File: config.mk
export PLATFORM = sky130hd
export DESIGN_NAME = guess_game_ctrl
export DESIGN_NICKNAME = d
export VERILOG_FILES = /design/src/rtl/guess_game_ctrl.sv
export SDC_FILE = /design/constraint.sdc
export NUM_CORES = 1
export LEC_CHECK = 0
export BUFFER_PORTS_ARGS = -buffer_cell sky130_fd_sc_hd__buf_4
export CAP_MARGIN = 20
export CORE_ASPECT_RATIO = 1.25
export CORE_MARGIN = 3
export CORE_UTILIZATION = 45
export CTS_CLUSTER_DIAMETER = 50
export DETAILED_ROUTE_END_ITERATION = 10
export GPL_TIMING_DRIVEN = 0
export PLACE_DENSITY = 0.76
export REMOVE_ABC_BUFFERS = 1
export SKIP_CTS_REPAIR_TIMING = 1
export SLEW_MARGIN = 0
export SYNTH_ARGS = -nofsm -noshare
export SYNTH_HDL_FRONTEND = slang
export SYNTH_SLANG_ARGS = --single-unit
File: constraint.sdc
create_clock -name clk -period 5.61 [get_ports clk]
set_input_delay 1.122 -clock clk [delete_from_list [all_inputs] [get_ports clk]]
set_output_delay 1.122 -clock clk [all_outputs]
set_load 0.005 [all_outputs]
File: src/rtl/guess_game_ctrl.sv
// Game sequencer for the 3-digit guess-and-check game: target generation, digit
// entry, checker handshake, attempt counting, countdown timer and win/lose.
module guess_game_ctrl #(
    parameter int unsigned CLK_FREQ     = 100000000,
    parameter int unsigned TIME_LIMIT   = 60,
    parameter int unsigned MAX_ATTEMPTS = 8,
    parameter logic [11:0] LFSR_SEED    = 12'hACE
) (
    input  logic        clk,
    input  logic        rst,
    input  logic        btn_start,
    input  logic        digit_valid,
    input  logic [3:0]  digit_in,
    input  logic        btn_delete,
    input  logic        btn_submit,
    input  logic        fixed_en,
    input  logic [11:0] fixed_target,
    input  logic [5:0]  check_result,
    output logic        start_check,
    output logic [11:0] input_number,
    output logic [11:0] target_number,
    output logic [3:0]  attempts,
    output logic [7:0]  time_left,
    output logic [1:0]  digit_count,
    output logic [1:0]  last_exact,
    output logic [1:0]  last_misplaced,
    output logic [2:0]  game_state,
    output logic        win,
    output logic        lose
);

    typedef enum logic [2:0] {
        IDLE  = 3'd0,
        GEN   = 3'd1,
        INPUT = 3'd2,
        CHECK = 3'd3,
        JUDGE = 3'd4,
        WIN   = 3'd5,
        LOSE  = 3'd6
    } state_t;

    localparam int unsigned PRE_W   = (CLK_FREQ > 1) ? $clog2(CLK_FREQ) : 1;
    localparam logic [PRE_W-1:0] PRE_MAX = PRE_W'(CLK_FREQ - 1);
    localparam logic [7:0] TL_INIT  = 8'(TIME_LIMIT);
    localparam logic [3:0] ATT_MAX  = 4'(MAX_ATTEMPTS);

    state_t            state;
    logic [11:0]       lfsr;
    logic [PRE_W-1:0]  presc;
    logic              chk_phase;
    logic [11:0]       candidate;
    logic              cand_ok;
    logic              timed;

    // One-hot-ish checker code to a count; any malformed code reads as zero.
    function automatic logic [1:0] decode_code(input logic [2:0] code);
        logic [1:0] n;
        case (code)
            3'b100:  n = 2'd3;
            3'b010:  n = 2'd2;
            3'b001:  n = 2'd1;
            default: n = 2'd0;
        endcase
        return n;
    endfunction

    function automatic logic target_ok(input logic [11:0] v);
        logic [3:0] a, b, c;
        a = v[11:8];
        b = v[7:4];
        c = v[3:0];
        return (a <= 4'd9) && (b <= 4'd9) && (c <= 4'd9) &&
               (a != b) && (a != c) && (b != c);
    endfunction

    assign candidate  = fixed_en ? fixed_target : lfsr;
    assign cand_ok    = target_ok(candidate);
    assign timed      = (state == INPUT) || (state == CHECK) || (state == JUDGE);
    assign game_state = state;

    // Free-running target source, taps 12,6,4,1.
    always_ff @(posedge clk) begin
        if (rst) begin
            lfsr <= LFSR_SEED;
        end else begin
            lfsr <= {lfsr[10:0], lfsr[11] ^ lfsr[5] ^ lfsr[3] ^ lfsr[0]};
        end
    end

    always_ff @(posedge clk) begin
        if (rst) begin
            state          <= IDLE;
            start_check    <= 1'b0;
            chk_phase      <= 1'b0;
            input_number   <= 12'h000;
            target_number  <= 12'h000;
            attempts       <= 4'd0;
            time_left      <= TL_INIT;
            digit_count    <= 2'd0;
            last_exact     <= 2'd0;
            last_misplaced <= 2'd0;
            presc          <= '0;
            win            <= 1'b0;
            lose           <= 1'b0;
        end else if (btn_start) begin
            // Restart from anywhere; an in-flight check is simply abandoned.
            state       <= GEN;
            start_check <= 1'b0;
            chk_phase   <= 1'b0;
            win         <= 1'b0;
            lose        <= 1'b0;
        end else begin
            if (timed) begin
                if (presc == PRE_MAX) begin
                    presc <= '0;
                    if (time_left != 8'd0)
                        time_left <= time_left - 8'd1;
                end else begin
                    presc <= presc + 1'b1;
                end
            end

            case (state)
                IDLE: begin
                end

                GEN: begin
                    if (cand_ok) begin
                        target_number  <= candidate;
                        attempts       <= 4'd0;
                        time_left      <= TL_INIT;
                        input_number   <= 12'h000;
                        digit_count    <= 2'd0;
                        last_exact     <= 2'd0;
                        last_misplaced <= 2'd0;
                        presc          <= '0;
                        state          <= INPUT;
                    end
                end

                INPUT: begin
                    if (time_left == 8'd0) begin
                        state <= LOSE;
                        lose  <= 1'b1;
                    end else if (btn_submit) begin
                        if (digit_count == 2'd3) begin
                            state       <= CHECK;
                            start_check <= 1'b1;
                            chk_phase   <= 1'b0;
                        end
                    end else if (btn_delete) begin
                        if (digit_count != 2'd0) begin
                            input_number <= {4'h0, input_number[11:4]};
                            digit_count  <= digit_count - 2'd1;
                        end
                    end else if (digit_valid) begin
                        if ((digit_count != 2'd3) && (digit_in <= 4'd9)) begin
                            input_number <= {input_number[7:0], digit_in};
                            digit_count  <= digit_count + 2'd1;
                        end
                    end
                end

                // First cycle lets the checker latch; result is taken on the second.
                CHECK: begin
                    if (!chk_phase) begin
                        chk_phase <= 1'b1;
                    end else begin
                        chk_phase      <= 1'b0;
                        start_check    <= 1'b0;
                        last_exact     <= decode_code(check_result[5:3]);
                        last_misplaced <= decode_code(check_result[2:0]);
                        attempts       <= attempts + 4'd1;
                        state          <= JUDGE;
                    end
                end

                JUDGE: begin
                    if (last_exact == 2'd3) begin
                        state <= WIN;
                        win   <= 1'b1;
                    end else if ((attempts == ATT_MAX) || (time_left == 8'd0)) begin
                        state <= LOSE;
                        lose  <= 1'b1;
                    end else begin
                        input_number <= 12'h000;
                        digit_count  <= 2'd0;
                        state        <= INPUT;
                    end
                end

                WIN, LOSE: begin
                end

                default: begin
                    state <= IDLE;
                end
            endcase
        end
    end

endmodule

==> results of run 1 <==
-- cell type report --
type	instances	share of cell area, %
sequential	88	29.8
tap	132	2.80
multi-input combinational	467	51.5
inverter	14	0.890
clock buffer	13	4.24
clock inverter	3	1.10
timing repair buffer	76	9.67
-- registers in the layout, summed over array words and instances, names as in the netlist --
register and cells:
presc 27, last_misplaced 2, digit_count 2, attempts 4, last_exact 2, win 1, lose 1, input_number 12
chk_phase 1, start_check 1, target_number 12, game_state 3, lfsr 12, time_left 8
-- synthesized netlist by cell type, drive strengths merged (3+ instances only) --
| cell type | instances | area share, % |
|---|---|---|
| a211oi | 4 | 0.84 |
| a21oi | 41 | 4.4 |
| a22oi | 7 | 1.1 |
| a311oi | 3 | 0.52 |
| a31oi | 17 | 2.1 |
| a32oi | 3 | 0.52 |
| and2 | 4 | 0.54 |
| and3 | 7 | 0.87 |
| and4 | 6 | 1.0 |
| buf | 14 | 2.2 |
| clkbuf | 22 | 1.8 |
| dfxtp | 88 | 35 |
| ha | 5 | 1.2 |
| inv | 14 | 1.0 |
| mux2 | 18 | 4.0 |
| mux2i | 27 | 5.3 |
| nand2 | 74 | 5.6 |
| nand2b | 13 | 1.8 |
| nand3 | 23 | 2.3 |
| nand4 | 10 | 1.5 |
| nor2 | 47 | 3.6 |
| nor2b | 7 | 0.87 |
| nor3 | 22 | 2.4 |
| nor3b | 3 | 0.45 |
| nor4 | 15 | 2.3 |
| o21ai | 21 | 2.2 |
| o22ai | 3 | 0.37 |
| o32ai | 3 | 0.52 |
| or2 | 9 | 1.1 |
| or3 | 5 | 0.62 |
| or3b | 3 | 0.57 |
| or4 | 8 | 1.2 |
| xnor2 | 16 | 2.8 |
| xor2 | 16 | 2.8 |
-- power groups by stage --
stage               Combinational [mW]  Sequential, mW  Clock [mW]
detailed placement               0.142           0.669           0
global route                     0.156           0.657       0.681
CTS                              0.143           0.655       0.651
finish                           0.143           0.655       0.641
floorplan                       0.0816           0.664           0
global placement                 0.138           0.668           0
-- critical path, stage by stage --
cell and delay (ns):
buf_4 0.26, mux2i_1 0.26, a211oi_1 0.10, nor3_1 0.20
and4_1 0.35, nor2_1 0.14, a211oi_4 0.81, o21ai_0 0.21
-- worst paths after layout --
kind,endpoint,slack [ns],depth (start not counted),from
hold reg to reg,last_misplaced[0],0.46,2,last_misplaced[0]
hold / removal,last_misplaced[0],0.46,2,last_misplaced[0]
setup / recovery,digit_count[1],2.33,8,fixed_en
setup reg to reg,target_number[5],2.71,7,game_state[0]
-- cell families after synthesis --
group / count (synthesis) / share of synthesized area [%]
and+or+nand+nor: 269 / 29.2
AOI/OAI and AO/OA: 116 / 14.8
DFF: 88 / 34.8
buffers and inverters: 50 / 5.07
muxes: 45 / 9.35
xor gates and xnor gates: 32 / 5.54
adders and majority gates: 5 / 1.24
-- metal layers --
| metal | vias up | GRT usage (%) |
|---|---|---|
| met5 | - | 0 |
| li1 | 2290 | - |
| met1 | 2259 | 23.8 |
| met4 | 0 | 5.87 |
| met2 | 114 | 34.7 |
| met3 | 17 | 4.76 |
==> impl_metrics.tcl, run 1 <==
set metrics [dict create \
    cap_violations 0 \
    io_buffers 76 \
    vdd_drop_max_v 0.000158 \
    powerDensity_nw_per_um2 244 \
    cts.sinks 88 \
    ys_seq_area_share_pct 34.8 \
    drc_errors 0 \
    cts_tree "built" \
    overflow 0 \
    ys_warn_count 0 \
    clk_latency_ns 0.34 \
    antenna_found_initial 0 \
    finalCritPeriodShare_pct 58.6 \
    crit_arrival_ns 3.47 \
    multi_input_area_sq_um 3040 \
    synth.distinct_cells 74 \
    top_layer "met4" \
    die_y_um 125 \
    num-nets-final 690 \
    hold_ws_ns 0.459 \
    hold_class "flip-flop to flip-flop" \
    tightest_slew_ns 0.970 \
    synthesis.area_sq_um 5060 \
    rsz0062_at_grt "no" \
    cp_max_fo 25 \
    maxSlewHeadroom_pct 34.8 \
    viasPerCell 5.90 \
    grt_pass1_vias 4484 \
    skew_ns 0.00769 \
    synth_edf_count 0 \
    grtUsageTotal_pct 19.9 \
    finalSetupViolCount 0 \
    vias 4680 \
    drt_pass1_iterations 5 \
    cts_buffers 9 \
    tns_ns 0 \
    syn_inst 605 \
    area_growth_syn_to_layout_pct 16.8 \
    slew_violations 0 \
    pre_cts_slack_ns 2.01 \
    die_w_um 101 \
    num_antenna_cells 0 \
    core_region_area_sq_um 10800 \
    final.setup.worst_slack_ns 2.33 \
    power_mw 1.44 \
    route.met2.wl_mm 6.37 \
    internal_power_mw 1.10 \
    grt_max_degree 83 \
    period_minus_slack_ns 3.28 \
    cts-htree-levels 3 \
    gp_congestion 0.854 \
    wl_met1_mm 5.21 \
    placedCellCount 777 \
    start_kind "primary input" \
    final_util_pct 54.8 \
    boundaryPins 77 \
    seq_power_share_pct 45.5 \
    drtIter0Drc 274 \
    synth_flop_cell "dfxtp_1" \
    dieArea_sq_um 12600 \
    final_cells 793 \
    cp.required_ns 5.79 \
    hold_violations 0 \
    dr_wl_met3_um 707 \
    initial_core_util_pct 46.9 \
    hpwl_mm 8.83 \
    criticalPathCategory "primary input to flip-flop" \
    dpl_cell_area_sq_um 5590 \
    cts_root_buffer "clkbuf_16" \
    power.leakage_nw 2.15 \
    syn_area_per_cell_sq_um 8.36 \
    synth_async_sr_flop_share_pct 0 \
    status "finished clean" \
    grt_pass1_wl_mm 20.9 \
    row_count 42 \
    fmax_ghz 0.304 \
    wirelength_mm 12.5 \
    register_area_sq_um 1760 \
    end_kind "flip-flop" \
    clk_pin_slew_ns 0.06 \
    wl_per_cell_um 15.7 \
    ant_nets 0 \
    comb_power_share_pct 9.9 \
    p_sw_uw 336 \
    final_cell_mix "dfxtp_1, buf_4, nand2_1" \
    final_common_cell "dfxtp_1" \
    stdcell_area_sq_um 5900 \
    ys_ff_latch 88 \
    pwr-share-clk_pct 44.6 \
    sw_frac_of_total_pct 23.3 \
    cts_buffer_depth 2 \
    drive_gt1_share_pct 19.8 \
    filler_cell_count 963 \
]
No activity file was read; power rests on OpenSTA's default activity.
==> inputs of run 2 (changes only) <==
==> constraint.sdc (replaced) <==
create_clock -name clk -period 3.2 [get_ports clk]
set_input_delay 0.64 -clock clk [delete_from_list [all_inputs] [get_ports clk]]
set_output_delay 0.64 -clock clk [all_outputs]
set_load 0.005 [all_outputs]
==> run 2 against run 1 <==
Effect of this change: total power grew 76%; combinational power grew 75%; critical path type is now flip-flop to flip-flop; hold slack is the same; largest power group unchanged; wire length grew 0.11%; design area is the same; clock power grew 76%; count of clock-buffer cells in the layout is the same; register-to-register slack lost 2.4 ns; largest cell class unchanged.
==> impl_metrics.tcl, run 2 (synthesis gave the netlist of run 1 again) <==
set metrics [dict create \
    cp_max_fo 18 \
    viasPerCell 5.90 \
    initial_core_util_pct 46.9 \
    pre_cts_slack_ns 0.0858 \
    dieArea_sq_um 12600 \
    final_cells 793 \
    largest_reg_flops 27 \
    hold_violations 0 \
    ant_nets 0 \
    cap_violations 0 \
    crit_arrival_ns 3.09 \
    slowest_delay_ns 0.78 \
    tns_ns 0 \
    multi_input_area_sq_um 3040 \
    register_area_sq_um 1760 \
    status "finished clean" \
    clk_pin_slew_ns 0.06 \
    maxSlewHeadroom_pct 34.8 \
    powerDensity_nw_per_um2 428 \
    fmax_ghz 0.345 \
    final.setup.worst_slack_ns 0.304 \
    crit_chain "nand2b_4, or2_0, nor4_2, nand4_4, nor2_4, mux2i_1, nor2_1" \
    hpwl_mm 8.83 \
    grt_pass1_vias 4472 \
    drive_gt1_share_pct 19.8 \
    wl_per_cell_um 15.8 \
    placedCellCount 777 \
    gr-max-usage-layer "met2" \
    drt_pass1_iterations 5 \
    cp.required_ns 3.40 \
    cp_top_family "simple AND/OR/NAND/NOR gates" \
    rsz0062_at_grt "no" \
    num_antenna_cells 0 \
    drtIter0Drc 280 \
    gp_congestion 0.854 \
    period_minus_slack_ns 2.90 \
    core_region_area_sq_um 10800 \
    critPathBufInv 0 \
    grt_max_degree 83 \
    clk_latency_ns 0.34 \
    start_kind "flip-flop" \
    gr-usage-met3_pct 4.76 \
    cts.sinks 88 \
    cts-htree-levels 3 \
    end_kind "flip-flop" \
    final_common_cell "dfxtp_1" \
    skew_ns 0.00864 \
    boundaryPins 77 \
    cts_root_buffer "clkbuf_16" \
    row_count 42 \
    hold_class "flip-flop to flip-flop" \
    grtUsageTotal_pct 19.9 \
    final_cell_mix "dfxtp_1, buf_4, nand2_1" \
    cts_buffer_depth 2 \
    cp_slowest_cell "dfxtp_1" \
    grt_pass1_wl_mm 20.9 \
    vias 4677 \
    gr-usage-met2_pct 34.8 \
    drc_errors 0 \
    vdd_drop_max_v 0.000279 \
    overflow 0 \
    tightest_slew_ns 0.970 \
    criticalPathCategory "flip-flop to flip-flop" \
    finalSetupViolCount 0 \
    die_w_um 101 \
    num-nets-final 690 \
    grtUsageMet1_pct 23.8 \
    power.leakage_nw 2.15 \
    cts_tree "built" \
    area_growth_syn_to_layout_pct 16.8 \
    regMostFlops "presc" \
    cts_buffers 9 \
    finalCritPeriodShare_pct 90.5 \
    antenna_found_initial 0 \
    wirelength_mm 12.5 \
    slew_violations 0 \
    die_y_um 125 \
    filler_cell_count 963 \
    io_buffers 76 \
]
==> run 2: final cells by class <==
cell class,instances,area share (%)
multi-input combinational,467,51.5
clock inverter,3,1.10
sequential,88,29.8
clock buffer,13,4.24
inverter,14,0.890
tap,132,2.80
timing repair buffer,76,9.67
==> run 2: final timing paths <==
path | start | endpoint | slack, ns | cells past startpoint
worst max-delay path | game_state[0] | target_number[5] | 0.30 | 7
worst min-delay path | last_misplaced[0] | last_misplaced[0] | 0.46 | 2
worst max register to register | game_state[0] | target_number[5] | 0.30 | 7
worst min register to register | last_misplaced[0] | last_misplaced[0] | 0.46 | 2
==> run 2: report_power, final <==
part	switching (mW)	internal [mW]	total, mW
Combinational	0.136	0.115	0.250
Clock	0.423	0.705	1.13
Sequential	0.0340	1.11	1.15
==> run 2: through the flow <==
stage	utilization (%)	instance area (sq um)	total power [mW]	hold slack (ns)
global placement	51.9	5590	1.41	0.446
global route	54.8	5900	2.62	0.488
finish	54.8	5900	2.53	0.459
detailed placement	51.9	5590	1.42	0.458
CTS	54.8	5900	2.54	0.467
floorplan	-	4850	1.31	0.442
==> run 2: tightest hold or removal path, delay by kind of cell (launching register included) <==
family	cells	cell delay, ns
flip-flops	1	0.31
AO/OA/AOI/OAI	1	0.05
AND/OR/NAND/NOR	1	0.05
==> run 2: routing by layer <==
metal | vias up | part of all wire, % | routed length (um)
met5 | - | 0 | 0
met4 | 0 | 1.4 | 177
met3 | 15 | 5.5 | 683
met2 | 113 | 51 | 6350
met1 | 2262 | 42 | 5280
li1 | 2287 | - | -
==> inputs of run 3 (changes only) <==
--- a/config.mk
+++ b/config.mk
@@ -14,6 +14,7 @@
 export DETAILED_ROUTE_END_ITERATION = 10
 export GPL_TIMING_DRIVEN = 0
 export PLACE_DENSITY = 0.76
+export RECOVER_POWER = 25
 export REMOVE_ABC_BUFFERS = 1
 export SKIP_CTS_REPAIR_TIMING = 1
 export SLEW_MARGIN = 0
==> run 3 against run 2 <==
Effect of this change: the flow now finishes with violations (max-capacitance violations, max-slew violations); register-to-register slack barely moved; die area did not move; worst setup slack got worse by 0.0063 ns; hold slack got worse by 0.00091 ns; design area fell by 0.11%; critical path depth did not move; largest cell class unchanged; non-clock buffer count did not move; combinational power barely moved; sequential share of layout area barely moved; first-iteration DRC count fell by 7.1%.
==> impl_metrics.tcl, run 3 (synthesis gave the netlist of run 1 again) <==
set metrics [dict create \
    p_sw_uw 595 \
    grtUsageMet1_pct 23.8 \
    clk_latency_ns 0.34 \
    boundaryPins 77 \
    grt_pass1_wl_mm 20.9 \
    finalSetupViolCount 0 \
    cts_root_buffer "clkbuf_16" \
    grtUsageTotal_pct 19.9 \
    period_minus_slack_ns 2.90 \
    cts-htree-levels 3 \
    status "complete, but fails checks" \
    fmax_ghz 0.345 \
    cp_max_fo 18 \
    failed_checks "max-capacitance violations, max-slew violations" \
    die_w_um 101 \
    cp.required_ns 3.36 \
    ant_nets 0 \
    gr-usage-met2_pct 34.8 \
    row_count 42 \
    core_region_area_sq_um 10800 \
    hold_violations 0 \
    slew_violations 83 \
    initial_core_util_pct 46.9 \
    drive_gt1_share_pct 19.7 \
    final_cells 793 \
    cap_violations 1 \
    hpwl_mm 8.83 \
    cts_tree "built" \
    io_buffers 76 \
    drtIter0Drc 260 \
    maxSlewHeadroom_pct -5.39 \
    largest_reg_flops 27 \
    cts_buffer_depth 2 \
    power_mw 2.53 \
    powerDensity_nw_per_um2 429 \
    dpl_cell_area_sq_um 5590 \
    internal_power_mw 1.93 \
    placedCellCount 777 \
    grt_pass1_vias 4472 \
    start_kind "flip-flop" \
    drt_pass1_iterations 5 \
    rsz0062_at_grt "no" \
    seq_power_share_pct 45.4 \
    cts_buffers 9 \
    final_common_cell "dfxtp_1" \
    sw_frac_of_total_pct 23.5 \
    end_kind "flip-flop" \
    register_area_sq_um 1760 \
    die_y_um 125 \
    cp_slowest_cell "dfxtp_1" \
    crit_arrival_ns 3.07 \
    gr-max-usage-layer "met2" \
    crit_chain "nand2b_4, or2_0, nor4_2, nand4_4, nor2_4, mux2i_1, nor2_1" \
    slowest_delay_ns 0.76 \
    comb_power_share_pct 9.9 \
    gp_congestion 0.854 \
    vdd_drop_max_v 0.000280 \
    wl_per_cell_um 15.8 \
    cts.sinks 88 \
    grt_max_degree 83 \
    drc_errors 0 \
    hold_class "flip-flop to flip-flop" \
    power.leakage_nw 2.14 \
    skew_ns 0.00855 \
    num-nets-final 690 \
    vias 4676 \
    overflow 0 \
    critPathBufInv 0 \
    final_cell_mix "dfxtp_1, nand2_1, buf_4" \
    pwr-share-clk_pct 44.7 \
    num_antenna_cells 0 \
    antenna_found_initial 0 \
    clk_pin_slew_ns 0.06 \
    filler_cell_count 965 \
    viasPerCell 5.90 \
    tns_ns 0 \
    cp_top_family "simple AND/OR/NAND/NOR gates" \
    stdcell_area_sq_um 5900 \
    dieArea_sq_um 12600 \
    regMostFlops "presc" \
    gr-usage-met3_pct 4.76 \
    tightest_slew_ns 1.58 \
    criticalPathCategory "flip-flop to flip-flop" \
    multi_input_area_sq_um 3040 \
    finalCritPeriodShare_pct 90.7 \
    wirelength_mm 12.5 \
    area_growth_syn_to_layout_pct 16.6 \
]
==> run 3: final timing paths <==
kind                             to  depth (start not counted)              start  slack [ns]
setup / recovery   target_number[0]                          7      game_state[0]        0.30
hold / removal    last_misplaced[0]                          2  last_misplaced[0]        0.46
setup reg to reg   target_number[0]                          7      game_state[0]        0.30
hold reg to reg   last_misplaced[0]                          2  last_misplaced[0]        0.46
==> run 3: power by group through the flow <==
| stage | registers, mW | logic [mW] | clock network (mW) |
|---|---|---|---|
| 2_1_floorplan | 1.16 | 0.143 | 0 |
| 3_3_place_gp | 1.17 | 0.242 | 0 |
| 3_5_place_dp | 1.17 | 0.248 | 0 |
| 4_1_cts | 1.15 | 0.251 | 1.14 |
| 5_1_grt | 1.15 | 0.273 | 1.19 |
| 6_report | 1.15 | 0.251 | 1.13 |
==> run 3: metrics by stage <==
step                hold slack [ns]  util, %  setup WS (ns)
finish                        0.458     54.7          0.298
global route                  0.487     54.7         0.0404
CTS                           0.467     54.8          0.317
detailed placement            0.458     51.9         0.0858
global placement              0.446     51.9          0.170
floorplan                     0.442        -          0.695
==> run 3: area by class of cell <==
class,count,share of cell area (%)
Sequential cell,88,29.9
Timing Repair Buffer,76,9.57
Multi-Input combinational cell,467,51.5
Inverter,14,0.891
Tap cell,132,2.80
Clock inverter,3,1.10
Clock buffer,13,4.24
==> run 3: per-layer routing <==
metal	share of wire, %	vias up
li1	-	2292
met1	43	2249
met2	50	119
met3	5.5	16
met4	1.6	0
met5	0	-
==> run 3: tightest hold or removal path: cells and delay by family, from the launching register on <==
| kind | cells | cell delay, ns |
|---|---|---|
| AND/OR/NAND/NOR | 1 | 0.05 |
| flip-flops | 1 | 0.31 |
| AO/OA/AOI/OAI | 1 | 0.05 |
